[src/rtl/instr_fetch_unit.sv]
// instr_fetch_unit: RISC-V fetch stage with PC, in-order instruction queue and redirect flush.
// Optional FETCH_STATS_EN adds saturating fetched/discarded counters.
module instr_fetch_unit #(
  parameter int PC_W = 64,
  parameter int INSTR_W = 32,
  parameter int DEPTH = 2,
  parameter logic [PC_W-1:0] RESET_PC = '0
) (
  input  logic               clk,
  input  logic               rst,
  output logic               imem_req,
  output logic [PC_W-1:0]    imem_addr,
  input  logic               imem_rvalid,
  input  logic [INSTR_W-1:0] imem_rdata,
  input  logic               redirect_valid,
  input  logic [PC_W-1:0]    redirect_pc,
  output logic               instr_valid,
  output logic [INSTR_W-1:0] instr,
  output logic [PC_W-1:0]    instr_pc,
  input  logic               instr_ready
`ifdef FETCH_STATS_EN
  ,
  output logic [31:0]        stat_fetched,
  output logic [31:0]        stat_discarded
`endif
);
  localparam int PW = $clog2(DEPTH);
  localparam int CW = PW + 1;
  localparam logic [CW:0] LIM = (CW+1)'(DEPTH);
  typedef enum logic {BOOT, RUN} state_t;
  state_t r_state, w_state_nx;
  logic [PC_W-1:0] r_pc, r_resp_pc, w_tgt;
  logic [CW-1:0] r_cnt, r_out, r_disc;
  logic [PW-1:0] r_rd, r_wr;
  logic [INSTR_W-1:0] r_mem_i [DEPTH];
  logic [PC_W-1:0] r_mem_pc [DEPTH];
  logic w_issue, w_push, w_pop;
  always_comb begin
    w_state_nx = RUN;
    w_issue = r_state == RUN && !redirect_valid && ({1'b0, r_cnt} + {1'b0, r_out}) < LIM;
    imem_req = w_issue;
    imem_addr = r_pc;
  end
  assign w_tgt = redirect_pc & ~PC_W'(3);
  assign w_push = imem_rvalid && !redirect_valid && r_disc == '0;
  assign w_pop = instr_valid && instr_ready && !redirect_valid;
  assign instr_valid = r_cnt != '0;
  assign instr = r_mem_i[r_rd];
  assign instr_pc = r_mem_pc[r_rd];
  always_ff @(posedge clk) begin
    if (rst) r_state <= BOOT;
    else r_state <= w_state_nx;
  end
  always_ff @(posedge clk) begin
    if (rst) begin
      r_pc <= RESET_PC;
      r_resp_pc <= RESET_PC;
      r_cnt <= '0;
      r_out <= '0;
      r_disc <= '0;
      r_rd <= '0;
      r_wr <= '0;
      for (int i = 0; i < DEPTH; i++) begin
        r_mem_i[i] <= '0;
        r_mem_pc[i] <= '0;
      end
    end else begin
      r_out <= r_out + CW'(w_issue) - CW'(imem_rvalid);
      if (redirect_valid) begin
        // every response still in flight after this cycle belongs to the old path
        r_pc <= w_tgt;
        r_resp_pc <= w_tgt;
        r_cnt <= '0;
        r_rd <= '0;
        r_wr <= '0;
        r_disc <= r_out - CW'(imem_rvalid);
      end else begin
        if (w_issue) r_pc <= r_pc + PC_W'(4);
        if (imem_rvalid && r_disc != '0) r_disc <= r_disc - CW'(1);
        if (w_push) begin
          r_mem_i[r_wr] <= imem_rdata;
          r_mem_pc[r_wr] <= r_resp_pc;
          r_wr <= r_wr + PW'(1);
          r_resp_pc <= r_resp_pc + PC_W'(4);
        end
        r_rd <= r_rd + PW'(w_pop);
        r_cnt <= r_cnt + CW'(w_push) - CW'(w_pop);
      end
    end
  end
  assert property (@(posedge clk) disable iff (rst) !(imem_rvalid && r_out == '0));
`ifdef FETCH_STATS_EN
  logic [31:0] r_stat_f, r_stat_d;
  logic [CW:0] w_drop_n;
  logic [32:0] w_disc_sum;
  assign w_drop_n = redirect_valid ? {1'b0, r_cnt} + (CW+1)'(imem_rvalid)
                                   : (CW+1)'(imem_rvalid && r_disc != '0);
  assign w_disc_sum = {1'b0, r_stat_d} + 33'(w_drop_n);
  always_ff @(posedge clk) begin
    if (rst) begin
      r_stat_f <= '0;
      r_stat_d <= '0;
    end else begin
      if (w_pop && r_stat_f != '1) r_stat_f <= r_stat_f + 32'd1;
      r_stat_d <= w_disc_sum[32] ? '1 : w_disc_sum[31:0];
    end
  end
  assign stat_fetched = r_stat_f;
  assign stat_discarded = r_stat_d;
`endif
endmodule
[config.mk]
export PLATFORM = sky130hd
export DESIGN_NAME = instr_fetch_unit
export DESIGN_NICKNAME = d
export VERILOG_FILES = /design/src/rtl/instr_fetch_unit.sv
export SDC_FILE = /design/constraint.sdc
export NUM_CORES = 1
export LEC_CHECK = 0
export BUFFER_PORTS_ARGS = -buffer_cell sky130_fd_sc_hd__buf_2
export CAP_MARGIN = 20
export CORE_ASPECT_RATIO = 2
export CORE_UTILIZATION = 51
export DETAILED_ROUTE_END_ITERATION = 6
export PLACE_DENSITY = 0.76
export SYNTH_ARGS = -nofsm -noshare
export SYNTH_HDL_FRONTEND = slang
export SYNTH_SLANG_ARGS = --single-unit
[constraint.sdc]
create_clock -name clk -period 8.8 [get_ports clk]
set_input_delay 0.88 -clock clk [delete_from_list [all_inputs] [get_ports clk]]
set_output_delay 0.88 -clock clk [all_outputs]
set_load 0.02 [all_outputs]
==> results.txt, run 1 <==
For the leakage power total, the log shows 7.16 nW. The highest metal layer carrying signal wires in the routed design is met4. Buffers added to address setup during post-CTS repair amount to 0. A synthesized cell averages 11.2 um2. The logic gate share of total power is 0.126. The clock reaches the later pin of the worst-skew pair after 560 ps. After detailed routing, the wire length on met1 is 15,700 um. Synthesis inferred 321 register bits. The tools report the end of the worst hold path as r_wr$_SDFFE_PP0N_. Netlist area before placement: 0.0159 mm2. In this run the tool buffered the top-level ports with 256 buffer cells. Counting instances, the worst hold path has a depth of 2. The flow ran to the end, and the final reports show no timing, DRC or antenna violations. The initial antenna violation count is 0, and the clock-pin slew of the registers on the worst-case setup and hold paths is 70 ps. In this run the vertical extent of the chip is 251 um. The endpoint of the worst-slack reg-to-reg timing path was imem_addr[58]$_SDFFE_PP0P_. The number of cells on the worst reg-to-reg path is 7. Largest net degree at the start of global routing: 89. The logs give 0 for the number of routed nets with antenna violations and 2090 um for the wire length on met3. The final critical-path required period works out to 3540 ps. The number of fill cells was 2,561.

The most common cell after layout, fill and taps aside is buf_2. The routed layout has 12,022 vias. Data on the critical path arrives at its endpoint at 2660 ps. Worst-case clock buffer depth: 3. Number of detailed-routing iterations run before antenna repair: 5. The number of enable flip-flop cells after synthesis came out at 188. Aggregate routed wire length: 42,100 um. The worst register-to-register path begins at r_cnt[0]$_SDFF_PP0_. For the post-layout instance count excluding filler cells, the log shows 2,036. In the layout the commonest cells are buf_2, edfxtp_1, and2_1. Nature of the critical path endpoint: an output port. The async set-reset flop share out of synthesis was 0; the detailed-placement wirelength estimate was 29,800 um. The effective utilization at floorplan was 0.516; the maximum achievable frequency was 283 MHz. The ratio of cells with drive above 1 in the final layout is 0.269. TritonCTS built the clock tree. The logs give 68 for the number of distinct library cells after synthesis and 0.524 for the share of the yosys chip area belonging to registers.

In the detailed route, the total length drawn on met2 is 21,700 um. The tools report the number of levels in the clock H-tree as 1. In this run, placement finished with an instance count of 1,984. The cell count after synthesis is 1,420, and the routed length per placed instance is 20.7 um.

The area growth from synthesis to layout is 15.6%. The min-delay analysis places its worst path in the category reg -> reg. The overall overflow remaining after global route came out at 0.

The tools report the number of DRC markers after the initial detailed-route iteration as 722. Of all nets on the critical path, the largest fanout is 50. The run gives 91 as the cell row count. After clock tree synthesis, the repair step resized 0 gates. The floorplan step defined a die boundary enclosing 0.0319 mm2. The tools report the relative slew slack as 0.332. The area occupied by multi-input gates was 0.00718 mm2. The element type at the critical path start is a flop. After the last flow step, the layout net total stands at 1,752.

The tools report the number of synthesis warnings as 0. For this design, the sink count on the clock tree is 321. During I/O placement, the number of pins put on the boundary was 263.

Setup violations remaining at the end of the flow were counted as 0. Hold repair after CTS inserted 0 buffers. Among all flip-flop cells after synthesis, the most frequent one is edfxtp_1. After detailed routing, the number of remaining DRC violations is 0. The logs give 0.901 for the routability-driven placement congestion ratio and 0 for the number of pins exceeding their max-slew limit in the final report. In this run the most critical hold path is launched from r_wr$_SDFFE_PP0N_. The switching power share of the total works out to 0.265.

The first global-routing pass estimated 65,000 um of wire. The global router's overall resource usage came out at 0.263. Across all register-to-register paths, the minimum setup slack is 5430 ps.

The number of clock buffers added by TritonCTS is 29. The floorplan step set the die width to 127 um. The critical path is of the reg -> out type.

For this design the ratio of total power to cell area is 187 mW/mm2. At the pin with the least slew margin, the transition time is 1000 ps. Dividing the detail-routed via count by the number of cells gives 5.90. Clock tree synthesis selected as its root buffer the cell clkbuf_16. Setup total negative slack on the finished layout was measured at 0 ps. 0 antenna diodes ended up in the layout. In this run the power spent charging and discharging nets is 0.907 mW. Number of global-route vias before repair: 12,031. Setup repair after global routing left no endpoint under its margin.

The ratio of final minimum period to clock period was 0.402; the clock network fraction of design power was 0.357. The run gives 0 as the number of maximum-capacitance violations. The register cell area after layout was 0.00831 mm2; the worst clock skew was 16.8 ps. In this run the worst setup path begins at r_rd$_SDFF_PP0_. The run gives 7920 ps as the required time of the critical path.

The relative contribution of sequential cells to total power was 0.517; the placeable core area was 0.0307 mm2. The worst-case IR drop observed on VDD is 0.000156 V. The tools report the number of failing hold endpoints at the final stage as 0. For the internal portion of total power, the log shows 2.52 mW.
[layer usage]
metal / global-route usage / up-vias
li1: - / 5714
met1: 0.295 / 5743
met2: 0.473 / 440
met3: 0.0327 / 125
met4: 0.157 / 0
met5: 0 / -
[sequential cells by signal, indices dropped and copies added, names as in the netlist]
name and flops:
r_resp_pc 62, r_wr 1, r_cnt 2, r_mem_pc 124, imem_addr 62, r_rd 1, r_mem_i 64, r_out 2
r_state 1, r_disc 2
[area by class of cell]
class                      count  area share
sequential                   321       0.453
clock inverter                17     0.00798
tap                          372      0.0254
clock buffer                  35      0.0413
multi-input combinational    998       0.391
timing repair buffer         273      0.0767
inverter                      20     0.00416
[worst max-delay path, cell delays in order, from the launching register on]
cell and delay (ps):
dfxtp_4 780, buf_4 670, mux2_2 450, buf_2 170
[how the worst max path moves through the flow]
stage                                          endpoint  slack [ps]  cells after the start
final                                      instr_pc[28]        5260                      3
after global routing                       instr_pc[30]        5130                      3
after CTS                                  instr_pc[30]        5190                      3
after detailed placement  r_mem_pc[1][18]$_SDFFCE_PN0P_        4970                      5
after global placement    r_mem_pc[1][14]$_SDFFCE_PN0P_        5040                      5
after floorplan             r_mem_i[1][0]$_SDFFCE_PN0P_          70                      5
[cells in the mapped netlist (all sizes together) (48+ instances only)]
library cell  count  area share
and2            178       0.070
nor3             48       0.018
mux2             94       0.067
edfxtp          188        0.36
nand2            66       0.016
xor2             50       0.028
dfxtp           133        0.17
o21a             55       0.026
a21boi           59       0.028
nor2             56       0.013
clkbuf           64       0.015
nand4            79       0.037
[power groups by stage]
stage / sequential [mW] / clock, mW / combinational, mW
global route: 1.78 / 1.30 / 0.463
global placement: 1.80 / 0 / 0.425
floorplan: 1.81 / 0 / 0.261
finish: 1.77 / 1.22 / 0.431
CTS: 1.77 / 1.25 / 0.433
detailed placement: 1.80 / 0 / 0.430
[kinds of logic (layout without fill, tap and decap cells)]
kind of cell | Yosys count | count (layout) | share of synthesized area
AO/OA/AOI/OAI | 215 | 215 | 0.0986
multiplexers | 103 | 103 | 0.0724
AND/OR/NAND/NOR | 590 | 590 | 0.228
XOR/XNOR | 78 | 78 | 0.0431
adder cells (fa/ha/maj) | 8 | 8 | 0.00678
other | 1 | 4 | 0.000236
flip-flops | 321 | 321 | 0.524
buffers and inverters | 104 | 345 | 0.0269
[through the flow]
step | instance area, um2 | hold slack (ps) | power [mW] | setup slack [ps] | utilization
finish | 18300 | 478 | 3.43 | 5260 | 0.597
CTS | 18300 | 481 | 3.45 | 5190 | 0.597
global route | 18300 | 508 | 3.55 | 5130 | 0.597
floorplan | 15900 | 445 | 2.07 | 73.5 | -
global placement | 17400 | 457 | 2.22 | 5040 | 0.567
detailed placement | 17400 | 471 | 2.23 | 4970 | 0.567
Note: power is estimated with default switching activity, not from simulation.
==> run 2, diff against run 1 <==
==> constraint.sdc (replaced) <==
create_clock -name clk -period 3 [get_ports clk]
set_input_delay 0.3 -clock clk [delete_from_list [all_inputs] [get_ports clk]]
set_output_delay 0.3 -clock clk [all_outputs]
set_load 0.02 [all_outputs]
==> run 2 against run 1 <==
Against the previous run:
- sequential cell count stayed put
- critical path depth grew 4
- sequential share of layout area shrank 0.95 points
- total power increased to 3.0 times the previous value
- critical endpoint is now imem_addr[62]$_SDFFE_PP0P_
- largest cell class unchanged
==> results.txt, run 2 (synthesis results as in run 1) <==
The run finished with clean final reports. Count of port buffers added during placement: 256. Summed over all cells, the static leakage comes to 7.42 nW.

After detailed routing, the average wire length per cell comes to 20.9 um. In the final layout, the registers with the most flip-flops are r_mem_pc (124), r_mem_i (64). For the maximum achievable frequency, the log shows 360 MHz. The first detailed-routing pass took 7 iterations. The net count of the finished layout is 1,792. For the overall overflow remaining after global route, the log shows 0.

The path class of the tightest hold or removal check is in -> reg. TritonCTS built the clock tree. In the routed layout, each cell is associated on average with a via count of 5.95. For the worst-skew pair, the clock arrives at the later sink with an insertion delay of 560 ps.

The tools report the nature of the critical path endpoint as a flop. The run gives 3 as the worst-case clock buffer depth. In the routed design, unresolved DRC markers number 0. The tools report the worst clock skew as 19.3 ps.

STA classifies the critical path startpoint as a flop. The global router's overall resource usage is 0.269, and the growth of design area from synthesis to finish is 18.1%. The logs give 0.0187 mm2 for the total non-filler cell area in the finished layout and 3440 ps for the required time of the critical path. The number of levels in the clock H-tree is 1, and the number of clock sinks is 321. Hold timing on the final database bottoms out at a slack of 28.6 ps. Across the VDD grid, the largest voltage drop is 0.000404 V. The initial antenna violation count was 1; the final critical-path required period was 2780 ps. In this run the standard cell core region covers 0.0307 mm2. In this run the core area contains 91 standard-cell rows. The number of routed nets with antenna violations was 0.

Ratio of cells with drive above 1 in the final layout: 0.289. The slew at the pin closest to its max-slew limit came out at 877 ps. After detailed placement, the total cell area comes to 0.0178 mm2. The area enclosed by the die boundary came out at 0.0319 mm2. After the first detailed-routing iteration, the DRC count stood at 807.

The first global-routing pass estimated 66,400 um of wire. The clock-pin slew of the registers on the worst-case setup and hold paths works out to 70 ps. The wire-length estimate of the detail-placed layout is 31,800 um. The number of failing hold endpoints at the final stage is 0. During I/O placement, the number of pins put on the boundary was 263. The logs give 0 for the number of pins exceeding their max-slew limit in the final report and 2,078 for the post-layout instance count excluding filler cells. Setup violations remaining at the end of the flow were counted as 0. The horizontal die dimension works out to 127 um.

In the layout the commonest cells are buf_2, edfxtp_1, and2_1. Most common cell after layout, fill and taps aside: buf_2. The total number of vias was 12,372; the total instance count after detailed placement was 2,024.

The tools report the largest net degree at the start of global routing as 95. The die extent in y was 251 um. The register with the most flip-flops in the layout has 124 of them. For this design the ratio of total power to cell area is 544 mW/mm2. Adding up every negative setup slack in the final design gives 0 ps.

Counting flops per register, the top entry is r_mem_pc. The logs give 43,500 um for the aggregate routed wire length and 0 for the number of maximum-capacitance violations. The ratio of final minimum period to clock period is 0.927, and the routability-driven placement congestion ratio is 0.911. Setup repair after global routing left no endpoint under its margin. The tree is rooted in a clkbuf_16.

The critical path is of the reg -> reg type. The effective utilization at floorplan came out at 0.516. Relative slew slack: 0.415. The number of clock buffers added by TritonCTS is 28.

The number of global-route vias before repair is 12,450, and the maximum fanout encountered on the critical timing path is 6. For the worst endpoint data arrival time, the log shows 3220 ps.
[run 2: cell count changes in the layout (fill, tap and decap cells not counted), sizes merged]
cell / delta
dlygate4sd3: +1
bufinv: +1
clkinvlp: -6
clkbuf: +4
diode: +1
buf: +40
inv: +2
clkinv: -1
[run 2: final timing paths]
check                           start  slack, ps  cells past startpoint                    endpoint
setup / recovery  r_cnt[0]$_SDFF_PP0_        220                      7  imem_addr[62]$_SDFFE_PP0P_
setup reg to reg  r_cnt[0]$_SDFF_PP0_        220                      7  imem_addr[62]$_SDFFE_PP0P_
hold reg to reg     r_wr$_SDFFE_PP0N_        470                      2           r_wr$_SDFFE_PP0N_
hold / removal        redirect_pc[53]         30                      3  imem_addr[53]$_SDFFE_PP0P_
[run 2: report_power, final]
group          switching (mW)  internal [mW]  leakage (nW)  total (mW)
clock                    1.60           2.08         0.460        3.69
combinational           0.820          0.500          3.89        1.32
sequential              0.240           4.95          3.07        5.19
[run 2: worst max-delay path, cell delays in order, from the launching register on]
cell,delay (ps)
dfxtp_1,330
and2_1,170
fa_1,490
or3b_4,520
nor4_2,360
nand4_1,220
o31a_1,340
o31a_1,230
[run 2: layer usage]
layer,wire (um),vias up,GRT usage
met2,22800,498,0.490
met4,3160,0,0.198
met3,2200,150,0.0320
met1,15400,5953,0.283
li1,-,5771,-
met5,0,-,0
[run 2: area by class of cell]
cell class                      instances  area, um2
Multi-Input combinational cell        998       7190
Tap cell                              372        465
Inverter                               20       76.3
Clock inverter                         13        140
Sequential cell                       321       8310
Timing Repair Buffer                  314       1770
Clock buffer                           39        782
Antenna cell                            1       2.50
Fill cell                            2554      12000
[run 2: timing repair]
action / CTS / global route
setup endpoints to repair: 0 / 5
hold endpoints to repair: 1 / 0
gates resized for setup: 0 / 2
setup buffers: 0 / 0
hold buffers: 1 / 0
[run 2: stage by stage]
stage	util	power, mW	setup slack, ps
floorplan	-	6.06	12.2
global placement	0.579	6.55	155
detailed placement	0.579	6.59	94.0
CTS	0.609	10.3	64.8
global route	0.610	10.5	77.2
finish	0.610	10.2	219
==> run 3, diff against run 2 <==
--- a/config.mk
+++ b/config.mk
@@ -8,9 +8,9 @@
 export BUFFER_PORTS_ARGS = -buffer_cell sky130_fd_sc_hd__buf_2
 export CAP_MARGIN = 20
 export CORE_ASPECT_RATIO = 2
-export CORE_UTILIZATION = 51
+export CORE_UTILIZATION = 61
 export DETAILED_ROUTE_END_ITERATION = 6
-export PLACE_DENSITY = 0.76
+export PLACE_DENSITY = 0.85
 export SYNTH_ARGS = -nofsm -noshare
 export SYNTH_HDL_FRONTEND = slang
 export SYNTH_SLANG_ARGS = --single-unit
==> constraint.sdc (replaced) <==
create_clock -name clk -period 3.42 [get_ports clk]
set_input_delay 0.342 -clock clk [delete_from_list [all_inputs] [get_ports clk]]
set_output_delay 0.342 -clock clk [all_outputs]
set_load 0.02 [all_outputs]
==> run 3 against run 2 <==
Against the previous run:
- register-to-register slack improved by 200 ps
- combinational power down 14%
- sequential cell count unchanged
- count of clock-buffer cells in the layout shrank 1
- core utilization grew 11 points
- worst hold slack better by 19 ps
- design area fell by 1.6%
- sequential power fell by 12%
- highest routed layer unchanged
- total power is 14% lower
- non-clock buffer count decreased by 24
- wire length fell by 3.0%
- via count increased by 0.26%
==> results.txt, run 3 (synthesis results as in run 1) <==
The run finished with clean final reports. The setup TNS came out at 0 ps. Setup violations remaining at the end of the flow were counted as 0. Dividing the detail-routed wire length by the instance count gives 20.9 um. The detailed-placement wirelength estimate is 30,400 um, and the number of failing hold endpoints at the final stage is 0. Including well taps, the total number of placed cells is 1,969. The tools report the antenna diode count as 0. The tools report the clock root buffer master as clkbuf_16. For this design, the CTS-stage hold fixing added 0 buffers. The effective utilization at floorplan is 0.619. The die covers 0.0267 mm2. In the layout the commonest cells are buf_2, edfxtp_1, and2_1. The required time of the critical path was 3870 ps.

The number of buffers inserted by post-CTS setup repair came out at 0. The congestion estimate from routability-driven global placement came to 0.956. The startpoint identified for the worst hold timing path is redirect_pc[59].

The floorplan has 83 rows. The number of DRC violations after detailed routing came out at 0. In this run the count of I/O pins placed on the die edge is 263. Leaving out fill and tap cells, the most frequent cell in the layout is buf_2. Max-cap violations in this run came to 0. The clock-pin slew of the registers on the worst-case setup and hold paths is 70 ps, and the worst hold path depth is 3.

The tools report the worst-case clock buffer depth as 3. Summed over all layers, the global routing overflow is 0. In this run the worst path has a maximum fanout of 12. The first global-routing pass estimated 64,600 um of wire.

Ratio of final minimum period to clock period: 0.878. The logs give 0.000431 V for the peak supply drop and 0 for the post-cts gate resize count. The slew at the pin closest to its max-slew limit is 858 ps. In this run the vertical extent of the chip is 230 um.

The critical path in this run is classified as reg -> reg. Data on the critical path arrives at its endpoint at 3450 ps. The aggregate routed wire length came out at 42,200 um. The worst setup path is captured at a flop. Derived from the worst setup path, the maximum achievable clock frequency is 333 MHz. From left edge to right edge, the die measures 116 um. The number of pins exceeding their max-slew limit in the final report was 0.

The growth of design area from synthesis to finish is 16.2%, and the number of routed nets with antenna violations is 0. Detailed routing inserted a total of 12,404 vias. The endpoint of the worst-slack reg-to-reg timing path is imem_addr[58]$_SDFFE_PP0P_.

The final layout contains 1,767 nets. Prior to clock tree synthesis, the placed netlist has a worst setup slack of 465 ps. Entering global routing, the biggest net connects 135 pins. The latest clock arrival within the worst-skew pair is 550 ps, and the count of cells along the worst register-to-register path is 8. The design draws 8.73 mW. The ratio of cells with drive above 1 in the final layout was 0.277. The final critical-path required period was 3000 ps.

The number of flip-flops under the largest register name works out to 124. For the number of DRC markers after the initial detailed-route iteration, the log shows 854. On the final layout, the worst clock skew is 10.7 ps. The run gives 1 as the number of levels in the clock H-tree.

Hold timing on the final database bottoms out at a slack of 47.3 ps. Largest register by flop count: r_mem_pc. Once layout is complete, the cells apart from fillers number 2,018. During placement, the flow inserted port buffers numbering 256.

In the final layout, the registers with the most flip-flops are r_mem_pc (124), r_mem_i (64). The number of global-route vias before repair is 12,224, and the number of detailed-routing iterations run before antenna repair is 5. The element type at the critical path start was a flop. Worst min-delay path class: in -> reg. The tools report the number of buffers inserted during clock tree synthesis as 27. The initial antenna violation count is 0, and the relative slew slack is 0.423. For this design the ratio of total power to cell area is 474 mW/mm2. TritonCTS built the clock tree. End of the worst hold path: r_resp_pc[59]$_SDFFE_PP0P_. For flop-to-flop paths, the worst setup slack is 420 ps. Setup repair after global routing left no endpoint under its margin. The startpoint of the lowest-slack register-to-register path was r_cnt[0]$_SDFF_PP0_. The placeable core area is 0.0257 mm2, and the number of clock sinks is 321. Setup slack on the critical path of the routed design comes to 417 ps.

In this run the static leakage power is 7.27 nW. The via density per instance was 6.15. The run gives 0.319 as the global router's overall resource usage.
## run 3: report_power, final
part	switching, mW	internal [mW]
registers	0.219	4.34
logic	0.705	0.428
clock network	1.38	1.65
## run 3: worst max-delay path: stages (launching register included)
cell and delay, ps:
dfxtp_1 330, and2_1 170, fa_1 490, or3b_1 400
buf_4 220, nor3_4 440, nand4_4 160, or4b_1 490
and4_1 190
## run 3: area by class of cell
type                       instances  area, um2
sequential                       321       8310
fill                            1875       7220
multi-input combinational        998       7180
timing repair buffer             290       1590
clock buffer                      38        772
tap                              340        425
clock inverter                    11       82.6
inverter                          20       76.3
## run 3: stage by stage
stage / cell area (um2) / util
2_1_floorplan: 15900 / -
3_3_place_gp: 17600 / 0.685
3_5_place_dp: 17600 / 0.685
4_1_cts: 18400 / 0.719
5_1_grt: 18400 / 0.719
6_report: 18400 / 0.719
## run 3: worst max-delay path by stage
stage                        startpoint                     endpoint  depth (start not counted)
floorplan                redirect_valid  r_mem_i[0][0]$_SDFFCE_PN0P_                          5
global placement    r_cnt[0]$_SDFF_PP0_   imem_addr[58]$_SDFFE_PP0P_                          8
detailed placement  r_cnt[0]$_SDFF_PP0_   imem_addr[58]$_SDFFE_PP0P_                          8
CTS                 r_cnt[0]$_SDFF_PP0_   imem_addr[58]$_SDFFE_PP0P_                          8
global route        r_cnt[0]$_SDFF_PP0_   imem_addr[63]$_SDFFE_PP0P_                          9
finish              r_cnt[0]$_SDFF_PP0_   imem_addr[58]$_SDFFE_PP0P_                          8
## run 3: routing by layer
| layer | share of wire | wire length [um] | vias to the layer above | GRT usage |
|---|---|---|---|---|
| met5 | 0 | 0 | - | 0 |
| met4 | 0.077 | 3270 | 0 | 0.233 |
| met3 | 0.063 | 2670 | 162 | 0.0416 |
| met2 | 0.52 | 21800 | 597 | 0.557 |
| met1 | 0.34 | 14500 | 5913 | 0.345 |
| li1 | - | - | 5732 | - |
